--- src/rtl/servo_pkg.sv ---
// Tick arithmetic and FSM encoding shared by the servo pulse generator and decoder,
// so both ends of the link derive identical preamble and step lengths.
package servo_pkg;

    localparam int MS_NS = 1_000_000;

    localparam int ST_W = 3;
    localparam logic [ST_W-1:0] ST_IDLE      = 3'd0;
    localparam logic [ST_W-1:0] ST_WAIT_RISE = 3'd1;
    localparam logic [ST_W-1:0] ST_OFFSET    = 3'd2;
    localparam logic [ST_W-1:0] ST_MEASURE   = 3'd3;
    localparam logic [ST_W-1:0] ST_LONG      = 3'd4;

    // Clock cycles in one millisecond (rounded up by one tick).
    function automatic int ms_ticks(input int clk_per_ns);
        return MS_NS / clk_per_ns + 1;
    endfunction

    // Clock cycles per position step when 1 ms is split into 2^n steps.
    function automatic int step_ticks(input int clk_per_ns, input int n);
        return (MS_NS / clk_per_ns) / (1 << n) + 1;
    endfunction

endpackage

--- src/rtl/pwm_input_sync.sv ---
// Two-flop synchroniser for the asynchronous servo input plus a third flop
// that yields single-cycle rise/fall pulses on the synchronised level.
module pwm_input_sync (
    input  logic clk_i,
    input  logic pwm_i,
    output logic level_o,
    output logic rise_o,
    output logic fall_o
);

    logic [1:0] r_sync;
    logic       r_prev;

    // No reset: the chain must keep tracking the pin while the decoder is held
    // in reset, so a pulse in progress at release is seen as already high.
    always_ff @(posedge clk_i) begin
        r_sync <= {r_sync[0], pwm_i};
        r_prev <= r_sync[1];
    end

    assign level_o = r_sync[1];
    assign rise_o  = r_sync[1] & ~r_prev;
    assign fall_o  = ~r_sync[1] & r_prev;

endmodule

--- src/rtl/servo_pulse_decoder.sv ---
// Measures the high time of an RC-servo pulse (1 ms preamble + 1 ms span of 2^N steps)
// and returns the N-bit position, with short/long pulse strobes and a loss-of-signal level.
module servo_pulse_decoder
    import servo_pkg::*;
#(
    parameter int CLK_PER_NS = 40,
    parameter int N          = 8,
    parameter int TIMEOUT_MS = 25
) (
    input  logic         clk_i,
    input  logic         rst_i,
    input  logic         en_i,
    input  logic         pwm_i,
    output logic [N-1:0] position_o,
    output logic         valid_o,
    output logic         err_short_o,
    output logic         err_long_o,
    output logic         timeout_o
);

    localparam int MS_TICKS   = ms_ticks(CLK_PER_NS);
    localparam int STEP_TICKS = step_ticks(CLK_PER_NS, N);
    localparam int HCNT_W     = $clog2(MS_TICKS + 1);
    localparam int STEP_W     = $clog2(STEP_TICKS + 1);
    localparam int MSC_W      = $clog2(TIMEOUT_MS + 1);

    // The rising-edge cycle itself is the first high cycle, so the preamble
    // completes on the cycle where hcnt steps from MS_TICKS-2 to MS_TICKS-1.
    localparam logic [HCNT_W-1:0] HCNT_LAST = HCNT_W'(MS_TICKS - 2);
    localparam logic [HCNT_W-1:0] TICK_LAST = HCNT_W'(MS_TICKS - 1);
    localparam logic [STEP_W-1:0] STEP_LAST = STEP_W'(STEP_TICKS - 1);
    localparam logic [N-1:0]      POS_MAX   = '1;
    localparam logic [MSC_W-1:0]  MSC_LIMIT = MSC_W'(TIMEOUT_MS);
    localparam logic [MSC_W-1:0]  MSC_PRE   = MSC_W'(TIMEOUT_MS - 1);

    logic w_level;
    logic w_rise;
    logic w_fall;

    logic [ST_W-1:0]   r_state,    w_state_next;
    logic [HCNT_W-1:0] r_hcnt,     w_hcnt_next;
    logic [STEP_W-1:0] r_stepcnt,  w_stepcnt_next;
    logic [N-1:0]      r_poscnt,   w_poscnt_next;
    logic [HCNT_W-1:0] r_tickcnt,  w_tickcnt_next;
    logic [MSC_W-1:0]  r_mscnt,    w_mscnt_next;
    logic [N-1:0]      r_position, w_position_next;
    logic              r_valid,    w_valid_next;
    logic              r_short,    w_short_next;
    logic              r_long,     w_long_next;
    logic              r_timeout,  w_timeout_next;

    pwm_input_sync u_sync (
        .clk_i   (clk_i),
        .pwm_i   (pwm_i),
        .level_o (w_level),
        .rise_o  (w_rise),
        .fall_o  (w_fall)
    );

    always_comb begin
        w_state_next    = r_state;
        w_hcnt_next     = r_hcnt;
        w_stepcnt_next  = r_stepcnt;
        w_poscnt_next   = r_poscnt;
        w_tickcnt_next  = r_tickcnt;
        w_mscnt_next    = r_mscnt;
        w_position_next = r_position;
        w_valid_next    = 1'b0;
        w_short_next    = 1'b0;
        w_long_next     = 1'b0;
        w_timeout_next  = r_timeout;

        if (!en_i) begin
            w_state_next   = ST_IDLE;
            w_hcnt_next    = '0;
            w_stepcnt_next = '0;
            w_poscnt_next  = '0;
            w_tickcnt_next = '0;
            w_mscnt_next   = '0;
        end else begin
            // Loss-of-signal timer; a rising edge beats a coincident threshold.
            if (r_state != ST_IDLE) begin
                if (w_rise) begin
                    w_tickcnt_next = '0;
                    w_mscnt_next   = '0;
                end else if (r_tickcnt == TICK_LAST) begin
                    w_tickcnt_next = '0;
                    if (r_mscnt != MSC_LIMIT) begin
                        w_mscnt_next = r_mscnt + 1'b1;
                        if (r_mscnt == MSC_PRE) begin
                            w_timeout_next = 1'b1;
                        end
                    end
                end else begin
                    w_tickcnt_next = r_tickcnt + 1'b1;
                end
            end

            case (r_state)
                ST_IDLE: begin
                    if (!w_level) begin
                        w_state_next = ST_WAIT_RISE;
                    end
                end
                ST_WAIT_RISE: begin
                    if (w_rise) begin
                        w_state_next = ST_OFFSET;
                        w_hcnt_next  = '0;
                    end
                end
                ST_OFFSET: begin
                    if (w_fall) begin
                        w_short_next = 1'b1;
                        w_state_next = ST_WAIT_RISE;
                    end else begin
                        w_hcnt_next = r_hcnt + 1'b1;
                        if (r_hcnt == HCNT_LAST) begin
                            w_state_next   = ST_MEASURE;
                            w_stepcnt_next = '0;
                            w_poscnt_next  = '0;
                        end
                    end
                end
                ST_MEASURE: begin
                    if (w_fall) begin
                        w_position_next = r_poscnt;
                        w_valid_next    = 1'b1;
                        w_timeout_next  = 1'b0;
                        w_state_next    = ST_WAIT_RISE;
                    end else if (r_stepcnt == STEP_LAST) begin
                        w_stepcnt_next = '0;
                        w_poscnt_next  = r_poscnt + 1'b1;
                        if (r_poscnt == POS_MAX) begin
                            w_state_next = ST_LONG;
                        end
                    end else begin
                        w_stepcnt_next = r_stepcnt + 1'b1;
                    end
                end
                ST_LONG: begin
                    if (w_fall) begin
                        w_long_next  = 1'b1;
                        w_state_next = ST_WAIT_RISE;
                    end
                end
                default: begin
                    w_state_next = ST_IDLE;
                end
            endcase
        end
    end

    always_ff @(posedge clk_i) begin
        if (rst_i) begin
            r_state    <= ST_IDLE;
            r_hcnt     <= '0;
            r_stepcnt  <= '0;
            r_poscnt   <= '0;
            r_tickcnt  <= '0;
            r_mscnt    <= '0;
            r_position <= '0;
            r_valid    <= 1'b0;
            r_short    <= 1'b0;
            r_long     <= 1'b0;
            r_timeout  <= 1'b1;
        end else begin
            r_state    <= w_state_next;
            r_hcnt     <= w_hcnt_next;
            r_stepcnt  <= w_stepcnt_next;
            r_poscnt   <= w_poscnt_next;
            r_tickcnt  <= w_tickcnt_next;
            r_mscnt    <= w_mscnt_next;
            r_position <= w_position_next;
            r_valid    <= w_valid_next;
            r_short    <= w_short_next;
            r_long     <= w_long_next;
            r_timeout  <= w_timeout_next;
        end
    end

    assign position_o  = r_position;
    assign valid_o     = r_valid;
    assign err_short_o = r_short;
    assign err_long_o  = r_long;
    assign timeout_o   = r_timeout;

endmodule

--- config.mk ---
export PLATFORM = sky130hd
export DESIGN_NAME = servo_pulse_decoder
export DESIGN_NICKNAME = d
export VERILOG_FILES = /design/src/rtl/servo_pkg.sv /design/src/rtl/pwm_input_sync.sv /design/src/rtl/servo_pulse_decoder.sv
export SDC_FILE = /design/constraint.sdc
export NUM_CORES = 1
export LEC_CHECK = 0
export CORE_MARGIN = 2
export CORE_UTILIZATION = 60
export CTS_BUF_LIST = sky130_fd_sc_hd__clkbuf_4 sky130_fd_sc_hd__clkbuf_8
export CTS_CLUSTER_DIAMETER = 120
export CTS_CLUSTER_SIZE = 16
export DETAILED_ROUTE_END_ITERATION = 8
export PLACE_DENSITY = 0.8
export SLEW_MARGIN = 20
export SYNTH_ARGS = -nofsm -noshare
export SYNTH_HDL_FRONTEND = slang
export SYNTH_SLANG_ARGS = --single-unit
--- constraint.sdc ---
create_clock -name clk_i -period 2.45 [get_ports clk_i]
set_input_delay 0.735 -clock clk_i [delete_from_list [all_inputs] [get_ports clk_i]]
set_output_delay 0.735 -clock clk_i [all_outputs]
set_load 0.02 [all_outputs]
==> results.sh <==
export IMPL_first_pass_iters=4
export IMPL_seq_power_share_pct=49.1
export IMPL_drt_iter0_drc=132
export IMPL_cts_tree="yes"
export IMPL_fin_crit_sh_pct=92.8
export IMPL_p_int_mw=1.81
export IMPL_routed_via_density=5.78
export IMPL_hpwl_um=4780
export IMPL_netlist_instances=387
export IMPL_finalWirelength_um=6840
export IMPL_regArea_mm2=0.00136
export IMPL_synthAdderAreaFrac_pct=3.38
export IMPL_clk_path_buf_depth=2
export IMPL_muxShareOfSynthArea_pct=3.60
export IMPL_ys_seq_area_share_pct=40.9
export IMPL_grt_pass1_vias=2692
export IMPL_leakage_nw=1.33
export IMPL_nets=423
export IMPL_fin_cells=487
export IMPL_routedWlPerCell_um=14.0
export IMPL_clk_latency_ns=0.34
export IMPL_swShare_pct=20.6
export IMPL_routabilityCongestion=0.908
export IMPL_rsz0062_at_grt="no"
export IMPL_ys_flop_type="dfxtp_1"
export IMPL_synthSimpleGateAreaFrac_pct=27.9
export IMPL_dp_cells=471
export IMPL_min_path_type="register to register"
export IMPL_multiInputGateArea_mm2=0.00188
export IMPL_cts_buffers=9
export IMPL_finalSetupTns_ns=0
export IMPL_fillers=418
export IMPL_drive_gt1_share_pct=8.67
export IMPL_num_rows=27
export IMPL_post_cts_resized=0
export IMPL_crit_path_end_kind="register"
export IMPL_antenna_found_initial=0
export IMPL_cts_hold_buf=0
export IMPL_hold_viol=0
export IMPL_syn_nets=400
export IMPL_portBuffers=15
export IMPL_grt_max_degree=16
export IMPL_vdd_ir_drop_worst_v=0.000392
export IMPL_path_max_fanout=8
export IMPL_start_kind="register"
export IMPL_ant_nets=0
export IMPL_die_area_mm2=0.00617
export IMPL_fp_coreArea_mm2=0.00544
export IMPL_cts_root_buf="clkbuf_8"
export IMPL_yosys_area_share_xor_xnor_pct=8.94
export IMPL_drv_cap=0
export IMPL_fp_dieW_um=78.5
export IMPL_ys_ff_latch=68
export IMPL_switching_power_mw=0.470
export IMPL_clk_pin_slew_ns=0.08
export IMPL_finalSetupViolCount=0
export IMPL_syn_cell_area_mm2=0.00333
export IMPL_clock_sinks=68
export IMPL_htree_levels=3
export IMPL_slew_headroom_pct=62.1
export IMPL_worst_slew_pin_transition_ns=0.555
export IMPL_yosys_warnings=0
export IMPL_yosysUniqueCellTypes=50
export IMPL_antenna_cells=0
export IMPL_async_flop_share_pct=0
export IMPL_start_util_pct=61.3
export IMPL_avgSynthCellArea_um2=8.61
export IMPL_cp_arrival_ns=2.49
export IMPL_p_comb_share_pct=3.5
export IMPL_drc=0
export IMPL_die_height_um=78.5
export IMPL_track_usage_pct=24.0
export IMPL_drv_slew=0
export IMPL_p_per_area_mw_per_mm2=593
export IMPL_status="complete, no violations"
export IMPL_syn2layout_area_growth_pct=15.2
export IMPL_clkPwrFrac_pct=47.4
export IMPL_vias=2815
export IMPL_post_cts_setup_buffers=0
export IMPL_power_mw=2.28
export IMPL_grt_pass1_wl_um=11800
export IMPL_finalClockSkew_ns=0.0129
export IMPL_globalRouteOverflowTotal=0
export IMPL_synth_compound_area_share_pct=12.5
export IMPL_path_class="register to register"
export IMPL_max_freq_mhz=440
export IMPL_final_core_utilization_pct=70.6
export IMPL_ios=16
export IMPL_synth_top_family_by_area="simple AND/OR/NAND/NOR gates"
export IMPL_min_period_ns=2.27
export IMPL_cp_required_ns=2.66
export IMPL_synth_edf_count=0
==> cells in the final DEF (no fill, tap or decap), types with 10 or more instances in the layout <==
master,n
a21oi_1,10
buf_4,11
clkbuf_8,12
clkdlybuf4s50_1,15
dfxtp_1,68
inv_1,10
mux2i_1,12
nand2_1,29
nand3_1,22
nor2_1,65
o21ai_0,12
xnor2_1,12
xor2_1,22
==> critical path, stage by stage, from the launching register on <==
cell and delay (ns):
dfxtp_1 0.36, or4b_2 0.75, o41ai_4 0.59, nand2_1 0.19
mux2i_1 0.20, nor2_1 0.05
==> metrics by stage <==
step | cell area (µm²) | hold slack [ns] | worst slack, ns
after floorplan | 3330 | 0.310 | 0.380
after global placement | 3600 | 0.310 | 0.281
after detailed placement | 3600 | 0.313 | 0.226
after CTS | 3840 | 0.328 | 0.181
after global routing | 3840 | 0.341 | 0.0813
final | 3840 | 0.326 | 0.176
==> per-layer routing <==
metal | track usage [%] | routed length (µm) | up-vias | share of wire, %
li1 | - | - | 1418 | -
met1 | 28.9 | 3010 | 1329 | 44
met2 | 40.5 | 3440 | 60 | 50
met3 | 6.21 | 312 | 8 | 4.6
met4 | 9.65 | 74 | 0 | 1.1
met5 | 0 | 0 | - | 0
==> synth_stat cells, drive strengths merged (4+ instances only) <==
cell type / count / share of area, %
nor2: 65 / 7.3
ha: 9 / 3.4
nand2b: 8 / 1.5
xnor2: 12 / 3.2
nor4: 5 / 1.4
inv: 10 / 1.1
a2111oi: 6 / 1.6
o2111ai: 5 / 1.3
xor2: 22 / 5.8
nand3b: 4 / 0.90
clkbuf: 12 / 1.4
a21oi: 10 / 1.5
nand3: 22 / 3.3
nor3: 8 / 1.2
mux2i: 12 / 3.6
nand4: 7 / 1.3
nand2: 29 / 3.3
a31oi: 4 / 0.75
or4b: 4 / 1.3
dfxtp: 68 / 41
o211ai: 4 / 0.90
o21ai: 15 / 2.5
and3: 8 / 1.5
or3: 9 / 1.7
==> flip-flops by register name, summed over array words and instances (netlist names) <==
signal	flops
err_long_o	1
err_short_o	1
position_o	8
r_hcnt	15
r_mscnt	5
r_poscnt	8
r_state	3
r_stepcnt	7
r_tickcnt	15
timeout_o	1
u_sync.r_prev	1
u_sync.r_sync	2
valid_o	1
==> cell type report <==
type	instances	area share, %
well taps	72	2.35
multi-input cells	295	48.9
inverters	10	0.978
repair buffers	26	6.06
flip-flops and latches	68	35.5
clock buffers	13	4.50
clock inverters	3	1.76
==> power groups by stage <==
stage                     logic (mW)  clock network, mW  registers [mW]
final                         0.0797               1.08            1.12
after CTS                     0.0798               1.10            1.12
after detailed placement      0.0796                  0            1.14
after global placement        0.0782                  0            1.14
after global routing          0.0893               1.15            1.12
after floorplan               0.0583                  0            1.14
==> logic make-up after synthesis <==
group,count (synthesis)
xor gates and xnor gates,34
muxes,12
AOI/OAI and AO/OA,58
adders and majority gates,9
and+or+nand+nor,182
buffers and inverters,24
DFF,68
==> final timing paths <==
check                        start               end  slack (ns)  cells after the start
setup / recovery      r_tickcnt[2]        r_mscnt[1]        0.18                      5
hold / removal    u_sync.r_sync[0]  u_sync.r_sync[1]        0.33                      0
setup reg to reg      r_tickcnt[2]        r_mscnt[1]        0.18                      5
hold reg to reg   u_sync.r_sync[0]  u_sync.r_sync[1]        0.33                      0
No activity file was read; power rests on OpenSTA's default activity.
